--- config.mk ---
export PLATFORM = sky130hd
export DESIGN_NAME = ch_frame_arbiter
export DESIGN_NICKNAME = d
export VERILOG_FILES = /design/src/rtl/ch_frame_arbiter_pkg.sv /design/src/rtl/ch_frame_arbiter_rr_arb2.sv /design/src/rtl/ch_frame_arbiter.sv
export SDC_FILE = /design/constraint.sdc
export NUM_CORES = 1
export LEC_CHECK = 0
export CORE_MARGIN = 8
export CORE_UTILIZATION = 53
export CTS_CLUSTER_SIZE = 20
export DETAILED_ROUTE_END_ITERATION = 8
export PLACE_DENSITY = 0.87
export RECOVER_POWER = 50
export REMOVE_ABC_BUFFERS = 1
export SLEW_MARGIN = 10
export SYNTH_ARGS = -nofsm -noshare
export SYNTH_HDL_FRONTEND = slang
export SYNTH_SLANG_ARGS = --single-unit
--- constraint.sdc ---
create_clock -name CLK_250M -period 10.9 [get_ports CLK_250M]
set_input_delay 1.09 -clock CLK_250M [delete_from_list [all_inputs] [get_ports CLK_250M]]
set_output_delay 1.09 -clock CLK_250M [all_outputs]
set_load 0.02 [all_outputs]
--- src/rtl/ch_frame_arbiter_pkg.sv ---
// Shared definitions for the two-channel frame arbiter: header sync word,
// FSM state encoding and the frame-size helper.
package ch_frame_arbiter_pkg;

    // Value of header word [63:32]. The top-level HDR_SYNC parameter defaults to this.
    localparam logic [31:0] HDR_SYNC_DEFAULT = 32'hA0AA_A0AA;

    typedef enum logic [1:0] {
        ST_IDLE = 2'd0,
        ST_HEAD = 2'd1,
        ST_BODY = 2'd2,
        ST_DROP = 2'd3
    } state_e;

    // Frame size in 64-bit words, header included: (LEN + 9) >> 2.
    // Kept at 17 bits so LEN = 16'hFFFF yields 16386 without truncation.
    function automatic logic [16:0] frame_words(input logic [15:0] len);
        logic [16:0] sum;
        sum = {1'b0, len} + 17'd9;
        return {2'b00, sum[16:2]};
    endfunction

endpackage

--- src/rtl/ch_frame_arbiter_rr_arb2.sv ---
// Two-way round-robin selector. With both requests active the channel that
// did not win last time is chosen; with update disabled the last grant holds.
module rr_arb2
    import ch_frame_arbiter_pkg::*;
(
    input  logic [1:0] req_i,
    input  logic       last_grant_i,
    input  logic       en_i,
    output logic       grant_o
);

    // Select the next owner from the pending requests and the previous owner.
    always_comb begin
        grant_o = last_grant_i;
        if (en_i) begin
            case (req_i)
                2'b01:   grant_o = 1'b0;
                2'b10:   grant_o = 1'b1;
                2'b11:   grant_o = ~last_grant_i;
                default: grant_o = last_grant_i;
            endcase
        end else begin
            grant_o = last_grant_i;
        end
    end

endmodule

--- src/rtl/ch_frame_arbiter.sv ---
// Merges framed 64-bit word streams from two FIFOs into one output stream.
// A frame is locked to one channel from header to last word; junk ahead of a
// header is discarded and counted. Reads are throttled by the downstream
// almost-full flag, while words already requested are always forwarded.
module ch_frame_arbiter
    import ch_frame_arbiter_pkg::*;
#(
    parameter logic [31:0] HDR_SYNC = HDR_SYNC_DEFAULT
) (
    input  logic        CLK_250M,
    input  logic        RST,
    input  logic [63:0] dout_CH1,
    input  logic        valid_CH1,
    input  logic        empty_CH1,
    output logic        rd_en_CH1,
    input  logic [63:0] dout_CH2,
    input  logic        valid_CH2,
    input  logic        empty_CH2,
    output logic        rd_en_CH2,
    input  logic        VFIFO_Full,
    output logic [63:0] Data_Out,
    output logic        Valid_Data_Out,
    output logic        Grant_CH,
    output logic [15:0] Frame_Cnt_CH1,
    output logic [15:0] Frame_Cnt_CH2,
    output logic [15:0] Err_Cnt
);

    state_e      state_q, state_d;
    logic        grant_q, grant_d;
    logic        hd_req_q, hd_req_d;   // single header/drop read outstanding
    logic [16:0] wm1_q, wm1_d;         // W-1 of the current frame
    logic [16:0] req_q, req_d;         // body reads issued so far
    logic [16:0] rem_q, rem_d;         // body words still to receive
    logic [15:0] fc1_q, fc1_d;
    logic [15:0] fc2_q, fc2_d;
    logic [15:0] err_q, err_d;
    logic [63:0] dout_q, dout_d;
    logic        vld_q, vld_d;

    logic        g_empty_s, g_valid_s, ng_valid_s;
    logic [63:0] g_dout_s;
    logic        hdr_ok_s;
    logic [16:0] hdr_wm1_s;
    logic        rr_grant_s;
    logic        rd_s;
    logic        frame_done_s;
    logic [1:0]  err_inc_s;

    assign g_empty_s  = grant_q ? empty_CH2 : empty_CH1;
    assign g_valid_s  = grant_q ? valid_CH2 : valid_CH1;
    assign ng_valid_s = grant_q ? valid_CH1 : valid_CH2;
    assign g_dout_s   = grant_q ? dout_CH2  : dout_CH1;
    assign hdr_ok_s   = (g_dout_s[63:32] == HDR_SYNC);
    assign hdr_wm1_s  = frame_words(g_dout_s[15:0]) - 17'd1;

    rr_arb2 u_rr_arb2 (
        .req_i        ({~empty_CH2, ~empty_CH1}),
        .last_grant_i (grant_q),
        .en_i         (state_q == ST_IDLE),
        .grant_o      (rr_grant_s)
    );

    // State register and all datapath/counter registers, synchronous reset.
    always_ff @(posedge CLK_250M) begin
        if (RST) begin
            state_q  <= ST_IDLE;
            grant_q  <= 1'b1;
            hd_req_q <= 1'b0;
            wm1_q    <= 17'd0;
            req_q    <= 17'd0;
            rem_q    <= 17'd0;
            fc1_q    <= 16'd0;
            fc2_q    <= 16'd0;
            err_q    <= 16'd0;
            dout_q   <= 64'd0;
            vld_q    <= 1'b0;
        end else begin
            state_q  <= state_d;
            grant_q  <= grant_d;
            hd_req_q <= hd_req_d;
            wm1_q    <= wm1_d;
            req_q    <= req_d;
            rem_q    <= rem_d;
            fc1_q    <= fc1_d;
            fc2_q    <= fc2_d;
            err_q    <= err_d;
            dout_q   <= dout_d;
            vld_q    <= vld_d;
        end
    end

    // Next state: header checking, body counting, frame and error accounting.
    always_comb begin
        state_d      = state_q;
        grant_d      = grant_q;
        hd_req_d     = hd_req_q;
        wm1_d        = wm1_q;
        req_d        = req_q;
        rem_d        = rem_q;
        dout_d       = dout_q;
        vld_d        = 1'b0;
        frame_done_s = 1'b0;
        err_inc_s    = ng_valid_s ? 2'd1 : 2'd0;
        case (state_q)
            ST_IDLE: begin
                if (!empty_CH1 || !empty_CH2) begin
                    grant_d  = rr_grant_s;
                    hd_req_d = 1'b0;
                    state_d  = ST_HEAD;
                end else begin
                    state_d  = ST_IDLE;
                end
            end
            ST_HEAD, ST_DROP: begin
                if (rd_s) begin
                    hd_req_d = 1'b1;
                end else if (hd_req_q && g_valid_s) begin
                    hd_req_d = 1'b0;
                    if (hdr_ok_s) begin
                        dout_d = g_dout_s;
                        vld_d  = 1'b1;
                        wm1_d  = hdr_wm1_s;
                        rem_d  = hdr_wm1_s;
                        req_d  = 17'd0;
                        if (hdr_wm1_s == 17'd0) begin
                            frame_done_s = 1'b1;
                            state_d      = ST_IDLE;
                        end else begin
                            state_d      = ST_BODY;
                        end
                    end else begin
                        err_inc_s = err_inc_s + 2'd1;
                        state_d   = ST_DROP;
                    end
                end else begin
                    hd_req_d = hd_req_q;
                end
            end
            ST_BODY: begin
                if (rd_s) begin
                    req_d = req_q + 17'd1;
                end else begin
                    req_d = req_q;
                end
                if (g_valid_s) begin
                    dout_d = g_dout_s;
                    vld_d  = 1'b1;
                    rem_d  = rem_q - 17'd1;
                    if (rem_q == 17'd1) begin
                        frame_done_s = 1'b1;
                        state_d      = ST_IDLE;
                    end else begin
                        state_d      = ST_BODY;
                    end
                end else begin
                    rem_d = rem_q;
                end
            end
            default: begin
                state_d = ST_IDLE;
            end
        endcase
        fc1_d = (frame_done_s && !grant_q) ? fc1_q + 16'd1 : fc1_q;
        fc2_d = (frame_done_s &&  grant_q) ? fc2_q + 16'd1 : fc2_q;
        err_d = err_q + {14'd0, err_inc_s};
    end

    // Read strobe for the granted channel; never more than W reads per frame.
    always_comb begin
        rd_s = 1'b0;
        case (state_q)
            ST_HEAD, ST_DROP: rd_s = !hd_req_q && !g_empty_s && !VFIFO_Full;
            ST_BODY:          rd_s = !g_empty_s && !VFIFO_Full && (req_q < wm1_q);
            default:          rd_s = 1'b0;
        endcase
        rd_en_CH1 = rd_s && !grant_q && !RST;
        rd_en_CH2 = rd_s &&  grant_q && !RST;
    end

    assign Data_Out       = dout_q;
    assign Valid_Data_Out = vld_q;
    assign Grant_CH       = grant_q;
    assign Frame_Cnt_CH1  = fc1_q;
    assign Frame_Cnt_CH2  = fc2_q;
    assign Err_Cnt        = err_q;

endmodule

==> results by group, run 1 <==
STA
  • Final Hold Viols: 0
  • Final Critical Period: 6.40 ns
  • RSZ-0062 raised after global routing: no
  • Layout Skew: between 0.008 and 0.009 ns
  • Fmax: approximately 0.16 GHz
  • Hold WS: 0.471 ns
  • Fin worst setup slack: approximately 4.5 ns
  • Fin. max-slew vios: roughly 160
  • Worst relative slew slack: -133%
  • Setup-failing EPs final: 0
  • Fin crit share: between 50% and 60%
  • Worst-margin pin slew: ~3.5 ns

Drt
  • Via/cell ratio: 6.01
  • Post-route DRC: 0
  • Drt pass-1 iters: 7
  • Routed Antenna Nets: 0
  • Per-cell routed wire length: 19.1 um
  • Detailed Route Iter0 Violations: roughly 760
  • Via count: 9,154
  • Total wire length: slightly below 30,000 um

Logic synthesis
  • Ys async rst share: 0%
  • Synth cell types: 71
  • Syn avg cell area: 8.37 sq um
  • Top FF cell, synth: dfxtp_1
  • Synth warn: 0
  • Post-synth EDFFs: 0
  • Post-Syn Instances: between 1,000 and 1,500
  • Synthesized area: between 0.009 and 0.01 sq mm
  • Synthesized flop and latch total: around 170
  • Sequential area share after synthesis: between 30% and 40%

Pwr
  • Power density over the cells: approximately 120 mW/mm^2
  • Peak VDD IR: between 0.1 and 0.15 mV
  • P_leak: 0.00484 uW

Cells and area
  • Nets: 1,451
  • # diodes: 0
  • Final design area excluding fillers: between 0.01 and 0.015 sq mm
  • Ratio of cells with drive above 1 in the final layout: between 4 and 5%
  • Area growth from synthesis to layout: 35.4%

Global route
  • Largest net degree at the start of global routing: roughly 100
  • Gr ovfl total: 0
  • Antenna violations before repair: 0
  • Vias in the first global route: approximately 8,600
  • Total Routing Usage GR: 26.2%
  • Global-route wire length before repair: around 46,000 um

CTS
  • Post_cts resized: 0
  • Clock sinks: approximately 170
  • CTS root buf: clkbuf_16
  • Clk slew on worst S/H paths: about 0.07 ns
  • H-tree depth: 4
  • Post-CTS Hold Fix Bufs: 0
  • Worst skew pair latency: 0.43 ns
  • CTS Buf Count: 17
  • Setup Buffers After CTS: 0
  • Clock Path Buffers: 2
  • CTS tree: built

Die
  • Die ar.: ~0.021 sq mm
  • Chip Width: around 150 um
  • Die height: 147 um
  • Core Box Area: roughly 0.017 sq mm
  • Starting Density: between 50% and 60%
  • # rows: 47
  • Ports: roughly 250

Outcome
  • Outcome: finished, violations left
  • Failing checks: capacitance limit, slew limit

Setup path
  • Family with the most delay on the worst path: simple AND/OR/NAND/NOR gates
  • R2r endpoint: Frame_Cnt_CH1[9]
  • Critical path arrival: roughly 6.7 ns
  • CP cell instances: buf_4 -> mux2i_1 -> xnor2_1 -> ha_1 -> nand4_1 -> nor2_1 -> a2bb2oi_1 -> xor2_1 -> or4_1 -> o41a_1 -> or2_1 -> or4_1 -> a21oi_1
  • Worst R2R Setup Slack: about 4.5 ns
  • Crit-path most repeated cell: or4_1
  • Req. time, crit path: 11.22 ns
  • Worst path bufs/invs: 1
  • Slowest-stage cell, CP: dfxtp_1
  • Critical Path Source Type: register
  • Crit end category: register
  • CP max FO: 67
  • Crit path kind: register to register
  • Worst r2r path cells: 13
  • FF-to-FF Start: Grant_CH
  • Slowest stage delay, CP: around 1.3 ns

Min path
  • Hold EP: wm1_q[0]
  • Worst min-delay path class: register to register
  • Hold Path Stages: 2
  • Hold Startpoint: wm1_q[0]

Placed design
  • Pre-CTS WS: 5.30 ns
  • DP HPWL: between 20,000 and 25,000 um
  • DP Area: between 0.01 and 0.015 sq mm
  • Gpl congestion: 0.948
  • Port bufs: 250

Job
  • Max-Cap Viols: 2
-- cell usage in the layout, fill, tap and decap left out, types with 8 or more instances in the layout --
master,count
xnor2_1,21
dfxtp_1,167
nor4_1,19
clkbuf_16,17
nor2_1,143
nand4_1,22
nand3_1,35
inv_1,37
mux2i_1,76
nor3_1,22
clkdlybuf4s50_1,136
xor2_1,20
and3_1,13
a21oi_1,57
a211oi_1,73
o21ai_0,44
a21o_1,8
nor2b_1,12
dlygate4sd3_1,113
o31ai_1,14
or4_1,14
ha_1,26
nand2_1,70
or3_1,25
-- where the power goes --
group,switching [uW],total [uW],internal [uW]
registers,7.21,621,614
logic,96.0,188,92.3
clock network,266,662,396
total,369,1470,1100
-- registers in the layout, indices dropped and copies added (netlist names) --
signal,cells
hd_req_q,1
req_q,17
Err_Cnt,16
state_q,2
Valid_Data_Out,1
Frame_Cnt_CH2,16
rem_q,17
Frame_Cnt_CH1,16
Data_Out,64
Grant_CH,1
wm1_q,16
-- per-layer routing --
metal | part of all wire (%) | wire (um) | vias to the layer above | GRT usage, %
li1 | - | - | 4379 | -
met1 | 41 | 11900 | 4300 | 32.1
met2 | 47 | 13600 | 408 | 41.8
met3 | 9.1 | 2630 | 67 | 8.37
met4 | 3.2 | 920 | 0 | 10.3
met5 | 0 | 0 | - | 0
-- cells in the mapped netlist, drive strengths merged, types with 21 or more instances --
library cell / count / share of area [%]
a211oi: 73 / 6.1
a21oi: 58 / 3.2
clkbuf: 58 / 2.4
dfxtp: 167 / 37
ha: 26 / 3.6
inv: 37 / 1.5
mux2i: 77 / 8.6
nand2: 70 / 2.9
nand3: 36 / 2.0
nand4: 22 / 1.5
nor2: 144 / 6.0
nor3: 22 / 1.2
o21ai: 44 / 2.4
or3: 25 / 1.7
xnor2: 21 / 2.0
-- kinds of logic after synthesis --
logic type,Yosys count,synth area share (%)
adder cells (fa/ha/maj),27,3.82
flip-flops,167,37.0
AO/OA/AOI/OAI,240,17.6
AND/OR/NAND/NOR,420,23.8
XOR/XNOR,41,3.97
buffers and inverters,103,4.59
multiplexers,82,9.19
-- final cells by class --
| cell class | count | area (sq um) |
|---|---|---|
| Multi-Input combinational cell | 810 | 5300 |
| Fill cell | 1245 | 4400 |
| Sequential cell | 167 | 3340 |
| Timing Repair Buffer | 256 | 2530 |
| Clock buffer | 18 | 439 |
| Tap cell | 220 | 275 |
| Clock inverter | 14 | 214 |
| Inverter | 37 | 139 |
-- worst max-delay path by stage --
| stage | startpoint | end | slack [ns] | cells past startpoint |
|---|---|---|---|---|
| floorplan | Grant_CH | rem_q[6] | -0.07 | 8 |
| global placement | dout_CH1[0] | Frame_Cnt_CH1[9] | 5.38 | 15 |
| detailed placement | dout_CH1[0] | Frame_Cnt_CH1[9] | 5.30 | 15 |
| CTS | Grant_CH | Frame_Cnt_CH1[9] | 5.38 | 13 |
| global route | Grant_CH | Frame_Cnt_CH2[13] | 4.09 | 13 |
| finish | Grant_CH | Frame_Cnt_CH1[9] | 4.50 | 13 |
-- stage by stage --
stage               setup TNS, ns  total power (uW)  cells  utilization (%)
floorplan                  -0.224               730   1014                -
global placement                0               817   1490             69.7
detailed placement              0               821   1490             69.7
CTS                             0              1480   1522             73.6
global route                    0              1520   1522             73.6
finish                          0              1470   1522             73.6
-- tightest hold or removal path: cells and delay by family, from the launching register on --
kind / cells / cell delay, ns
AOI/OAI and AO/OA: 1 / 0.05
DFF: 1 / 0.32
and+or+nand+nor: 1 / 0.05
Note: power is estimated with default switching activity, not from simulation.
==> run 2, diff against run 1 <==
--- a/config.mk
+++ b/config.mk
@@ -6,10 +6,10 @@
 export NUM_CORES = 1
 export LEC_CHECK = 0
 export CORE_MARGIN = 8
-export CORE_UTILIZATION = 53
+export CORE_UTILIZATION = 49
 export CTS_CLUSTER_SIZE = 20
 export DETAILED_ROUTE_END_ITERATION = 8
-export PLACE_DENSITY = 0.87
+export PLACE_DENSITY = 0.81
 export RECOVER_POWER = 50
 export REMOVE_ABC_BUFFERS = 1
 export SLEW_MARGIN = 10
==> constraint.sdc (replaced) <==
create_clock -name CLK_250M -period 6.6 [get_ports CLK_250M]
set_input_delay 0.66 -clock CLK_250M [delete_from_list [all_inputs] [get_ports CLK_250M]]
set_output_delay 0.66 -clock CLK_250M [all_outputs]
set_load 0.02 [all_outputs]
==> run 2 against run 1 <==
  * Power grew 62%
  * Die area grew 7.3%
  * Design area shrank 0.24%
  * Sequential share of layout area grew 0.095 points
  * Critical path type unchanged
  * Sequential power grew 66%
  * Combinational power grew 65%
  * Global-route usage shrank 1.6 points
  * Register-to-register slack lost 3.4 ns
  * Clock skew shrank 0.0021 ns
  * The run still ends with capacitance limit, slew limit left
  * Critical path depth shrank 2
==> results by group, run 2 (synthesis results as in run 1) <==
Cells and area
  • Core Util, Final: between 60% and 70%
  • Nets: approximately 1,500
  • Number of flip-flops in the largest register: 64
  • Most frequent cells in the layout: dfxtp_1 (166), nor2_1 (143), clkdlybuf4s50_1 (136), dlygate4sd3_1 (113), mux2i_1 (76)
  • Area growth from synthesis to layout: 35.1%
  • Commonest non-fill, non-tap cell in the layout: dfxtp_1
  • # fillers: 1,495
  • Multi-input logic area: around 0.0053 sq mm
  • Ratio of cells with drive above 1 in the final layout: about 4.1%
  • Register area: between 0.003 and 0.004 sq mm

Die
  • Ports: ~250
  • # rows: a little under 50
  • Core Box Area: roughly 0.018 sq mm
  • Die height: roughly 150 um
  • Chip Width: between 150 and 200 um
  • Starting Density: 50.2%
  • Die ar.: 0.0231 sq mm

STA
  • RSZ-0062 raised after global routing: no
  • Worst-margin pin slew: approximately 4 ns
  • Final Critical Period: about 5.5 ns
  • Fin crit share: around 84%
  • Layout Skew: 0.00658 ns
  • Setup-failing EPs final: 0
  • Fin worst setup slack: between 1 and 1.5 ns
  • Final Hold Viols: 0
  • Fin. max-slew vios: a little over 90
  • Fmax: 0.181 GHz
  • Worst relative slew slack: -166%
  • Hold WS: ~0.48 ns

CTS
  • Setup Buffers After CTS: 0
  • CTS root buf: clkbuf_16
  • Post_cts resized: 0
  • Clock Path Buffers: 2
  • H-tree depth: 4
  • Clk slew on worst S/H paths: around 0.070 ns
  • Post-CTS Hold Fix Bufs: 0
  • CTS tree: built
  • CTS Buf Count: 17
  • Worst skew pair latency: roughly 0.43 ns
  • Clock sinks: ~170

Drt
  • Per-cell routed wire length: slightly below 20 um
  • Via count: 8,990
  • Detailed Route Iter0 Violations: 600
  • Post-route DRC: 0
  • Routed Antenna Nets: 0
  • Via/cell ratio: about 6
  • Drt pass-1 iters: 6
  • Total wire length: between 20,000 and 30,000 um

Global route
  • Vias in the first global route: roughly 8,400
  • Largest net degree at the start of global routing: between 100 and 150
  • Global-route wire length before repair: roughly 46,000 um
  • Met2 Track Usage GR: roughly two fifths
  • Total Routing Usage GR: between 20% and 30%
  • M1 GR Usage: a little under a third
  • Global route hottest layer: met2
  • Antenna violations before repair: 4
  • Gr ovfl total: 0
  • Met3 Usage GRT: 6.60%

Pwr
  • Peak VDD IR: roughly 0.21 mV
  • Total Power: approximately 2400 uW
  • P_leak: between 0.004 and 0.005 uW
  • Power density over the cells: ~190 mW/mm^2

Placed design
  • Port bufs: 250
  • Pre-CTS WS: 1.42 ns
  • Gpl congestion: 0.918
  • DP HPWL: about 22,000 um

Setup path
  • Crit path kind: register to register
  • FF-to-FF Start: Grant_CH
  • CP max FO: 50
  • Crit end category: register
  • Critical path arrival: between 5 and 6 ns
  • Critical Path Source Type: register
  • Worst R2R Setup Slack: around 1.1 ns
  • Req. time, crit path: just under 7 ns
  • Crit path from: Grant_CH

Outcome
  • Failing checks: capacitance limit, slew limit
  • Outcome: finished, violations left

Job
  • Max-Cap Viols: 1

Min path
  • Hold Startpoint: wm1_q[10]
  • Worst min-delay path class: register to register
## run 2: cell count changes in the layout (fill, tap and decap cells not counted), sizes merged
cell      change
inv           -3
diode         +2
clkinvlp      +1
clkbuf        +1
bufinv        -1
## run 2: path summary, 6_finish.rpt
path / cells after the start / endpoint
min: 2 / wm1_q[10]
max reg2reg: 11 / Frame_Cnt_CH1[9]
min reg2reg: 2 / wm1_q[10]
max: 11 / Frame_Cnt_CH1[9]
## run 2: cell type report
type / instances / share of cell area, %
multi-input cells: 810 / 43.4
flip-flops and latches: 167 / 27.4
repair buffers: 256 / 20.8
well taps: 229 / 2.35
clock buffers: 19 / 3.71
diodes: 2 / 0.0410
clock inverters: 11 / 1.23
inverters: 37 / 1.14
## run 2: power breakdown
group | switching (uW) | internal (uW) | total, uW
registers | 15.4 | 1010 | 1030
clock network | 427 | 613 | 1040
logic | 159 | 151 | 311
total | 602 | 1780 | 2380
## run 2: metrics by stage
step	TNS [ns]	instance area [sq um]	std cells
after floorplan	-317.86	8760	1014
after global placement	0	11600	1499
after detailed placement	0	11600	1499
after CTS	0	12200	1529
after global routing	0	12200	1531
final	0	12200	1531
## run 2: critical path, stage by stage (launching register included)
cell      delay (ns)
dfxtp_4         0.76
buf_4           0.75
nand2_1         0.19
nor3_1          0.23
o221ai_1        0.30
nor2_2          0.15
clkbuf_1        0.98
nand3_1         0.18
o41a_1          0.53
or2_1           0.53
or4_1           0.59
a21oi_1         0.14
## run 2: layer usage
| layer | up-vias | routed length [um] |
|---|---|---|
| li1 | 4378 | - |
| met3 | 65 | 2010 |
| met5 | - | 19 |
| met4 | 4 | 978 |
| met2 | 324 | 14100 |
| met1 | 4219 | 12600 |
==> run 3, diff against run 2 <==
--- a/config.mk
+++ b/config.mk
@@ -6,10 +6,10 @@
 export NUM_CORES = 1
 export LEC_CHECK = 0
 export CORE_MARGIN = 8
-export CORE_UTILIZATION = 49
+export CORE_UTILIZATION = 44
 export CTS_CLUSTER_SIZE = 20
 export DETAILED_ROUTE_END_ITERATION = 8
-export PLACE_DENSITY = 0.81
+export PLACE_DENSITY = 0.77
 export RECOVER_POWER = 50
 export REMOVE_ABC_BUFFERS = 1
 export SLEW_MARGIN = 10
==> constraint.sdc (replaced) <==
create_clock -name CLK_250M -period 5 [get_ports CLK_250M]
set_input_delay 0.5 -clock CLK_250M [delete_from_list [all_inputs] [get_ports CLK_250M]]
set_output_delay 0.5 -clock CLK_250M [all_outputs]
set_load 0.02 [all_outputs]
==> run 3 against run 2 <==
  * The flow now finishes without violations
  * Clock-buffer cell count fell by 1
  * Register-to-register slack worse by 0.58 ns
  * Critical path depth increased by 4
  * Clock skew is 0.0038 ns higher
  * Die area grew 10%
  * Core utilization shrank 6.8 points
  * Sequential power grew 31%
  * Final cell count up 3.3%
  * Combinational power rose by 34%
  * Sequential share of layout area down 0.26 points
  * Critical path type is now primary input to register
  * Critical endpoint is now Frame_Cnt_CH2[13]
  * Largest cell class unchanged
  * Largest power group is now sequential cells
  * Highest routed layer is now met4
==> results by group, run 3 (synthesis results as in run 1) <==
Setup path
  • Req. time, crit path: 5.34 ns
  • CP endpoint: Frame_Cnt_CH2[13]
  • R2r endpoint: Frame_Cnt_CH2[13]
  • Worst r2r path cells: 12
  • Critical path arrival: a little under 5 ns
  • FF-to-FF Start: Grant_CH
  • Worst R2R Setup Slack: roughly 0.5 ns
  • CP max FO: 16
  • Crit path from: dout_CH1[0]
  • Crit end category: register
  • Crit path kind: primary input to register
  • Critical Path Source Type: primary input

Global route
  • Gr ovfl total: 0
  • Total Routing Usage GR: a little over a fifth
  • Antenna violations before repair: 3
  • Vias in the first global route: 8,350
  • Global-route wire length before repair: about 45,000 um
  • Largest net degree at the start of global routing: ~160

STA
  • RSZ-0062 raised after global routing: no
  • Worst relative slew slack: 15.1%
  • Fmax: 0.217 GHz
  • Fin worst setup slack: between 0.3 and 0.4 ns
  • Fin. max-slew vios: 0
  • Final Critical Period: 4.61 ns
  • Fin crit share: 92.3%
  • Worst-margin pin slew: between 1 and 1.5 ns
  • Layout Skew: between 0.01 and 0.015 ns
  • Final Hold Viols: 0
  • Setup-failing EPs final: 0

Placed design
  • Pre-CTS WS: 0.0471 ns
  • DP HPWL: approximately 21,000 um
  • Placed cell count: approximately 1,500
  • Port bufs: 250
  • Gpl congestion: roughly 0.89

Cells and area
  • Non-Filler Instances: about 1,600
  • Nets: 1,458
  • Commonest non-fill, non-tap cell in the layout: dfxtp_1
  • Ratio of cells with drive above 1 in the final layout: roughly 4.7%
  • Area growth from synthesis to layout: 36.4%
  • Most frequent cells in the layout: dfxtp_1 (166), nor2_1 (143), clkdlybuf4s50_1 (135), dlygate4sd3_1 (114), mux2i_1 (76)
  • Number of flip-flops in the largest register: 64

Die
  • Chip Width: ~160 um
  • Starting Density: 44.7%
  • Core Box Area: 0.0202 sq mm
  • # rows: 52
  • Die ar.: roughly 0.025 sq mm
  • Die height: 159 um
  • Ports: approximately 250

CTS
  • Clock sinks: between 150 and 200
  • CTS root buf: clkbuf_16
  • Clk slew on worst S/H paths: around 0.070 ns
  • Clock Path Buffers: 2
  • CTS Buf Count: 17
  • CTS tree: built
  • Post-CTS Hold Fix Bufs: 0
  • Setup Buffers After CTS: 0
  • H-tree depth: 4
  • Worst skew pair latency: roughly 0.43 ns
  • Post_cts resized: 0

Drt
  • Per-cell routed wire length: ~18 um
  • Via count: a little under 9,000
  • Drt pass-1 iters: 5
  • Detailed Route Iter0 Violations: 531
  • Via/cell ratio: between 5 and 6
  • Post-route DRC: 0
  • Routed Antenna Nets: 0
  • Total wire length: 28,400 um

Pwr
  • P_leak: about 0.0048 uW
  • Peak VDD IR: roughly 0.24 mV
  • Power density over the cells: about 250 mW/mm^2

Job
  • Max-Cap Viols: 0

Min path
  • Worst min-delay path class: register to register

Outcome
  • Outcome: complete, no violations
==> run 3: cell types whose count changed in the layout (fill, tap and decap cells not counted), sizes merged <==
| cell | before | now |
|---|---|---|
| clkbuf | 22 | 19 |
| clkinv | 5 | 4 |
| dlygate4sd3 | 113 | 114 |
| inv | 38 | 43 |
| buf | 4 | 13 |
| bufinv | 3 | 2 |
| clkdlybuf4s50 | 136 | 135 |
| diode | 2 | 3 |
==> run 3: how the worst min path moves through the flow <==
stage / start / to / slack, ns / depth (start not counted)
after floorplan: wm1_q[0] / wm1_q[0] / 0.43 / 2
after global placement: wm1_q[0] / wm1_q[0] / 0.45 / 2
after detailed placement: wm1_q[0] / wm1_q[0] / 0.46 / 2
after CTS: wm1_q[0] / wm1_q[0] / 0.47 / 2
after global routing: wm1_q[0] / wm1_q[0] / 0.50 / 2
final: wm1_q[0] / wm1_q[0] / 0.47 / 2
==> run 3: per-layer routing <==
metal | part of all wire, % | vias up | GRT usage, %
met1 | 44 | 4098 | 26.9
met3 | 6.0 | 43 | 5.20
met2 | 47 | 226 | 35.5
li1 | - | 4402 | -
met5 | 0 | - | 0
met4 | 2.6 | 0 | 8.66
==> run 3: where the power goes <==
group	internal, uW	total [uW]	switching, uW
Combinational	206	418	213
Sequential	1340	1350	14.1
Clock	751	1340	586
Total	2290	3110	813
==> run 3: area by class of cell <==
class,instances,area (sq um)
well taps,270,338
repair buffers,263,2610
clock inverters,14,165
clock buffers,18,429
diodes,3,7.51
inverters,37,139
fillers,1728,7910
flip-flops and latches,167,3350
multi-input cells,810,5300
==> run 3: metrics by stage <==
step | total power [uW] | setup TNS (ns) | hold slack [ns] | area, sq um | utilization, %
floorplan | 1590 | -529.73 | 0.431 | 8760 | -
global placement | 1790 | 0 | 0.452 | 11700 | 58.0
detailed placement | 1800 | 0 | 0.465 | 11700 | 58.0
CTS | 3130 | 0 | 0.474 | 12300 | 60.9
global route | 3220 | 0 | 0.503 | 12300 | 60.9
finish | 3110 | 0 | 0.472 | 12300 | 60.9
==> run 3: critical path, stage by stage <==
cell	delay, ns
clkdlybuf4s50_1	0.64
nand2_1	0.16
xor2_1	0.15
nor2_1	0.05
a21oi_1	0.25
ha_1	0.31
nand4_1	0.20
nor2_1	0.15
a2bb2oi_1	0.09
xor2_1	0.19
or4_1	0.50
o41a_1	0.57
nand2b_1	0.43
or4_1	0.59
a21oi_1	0.15
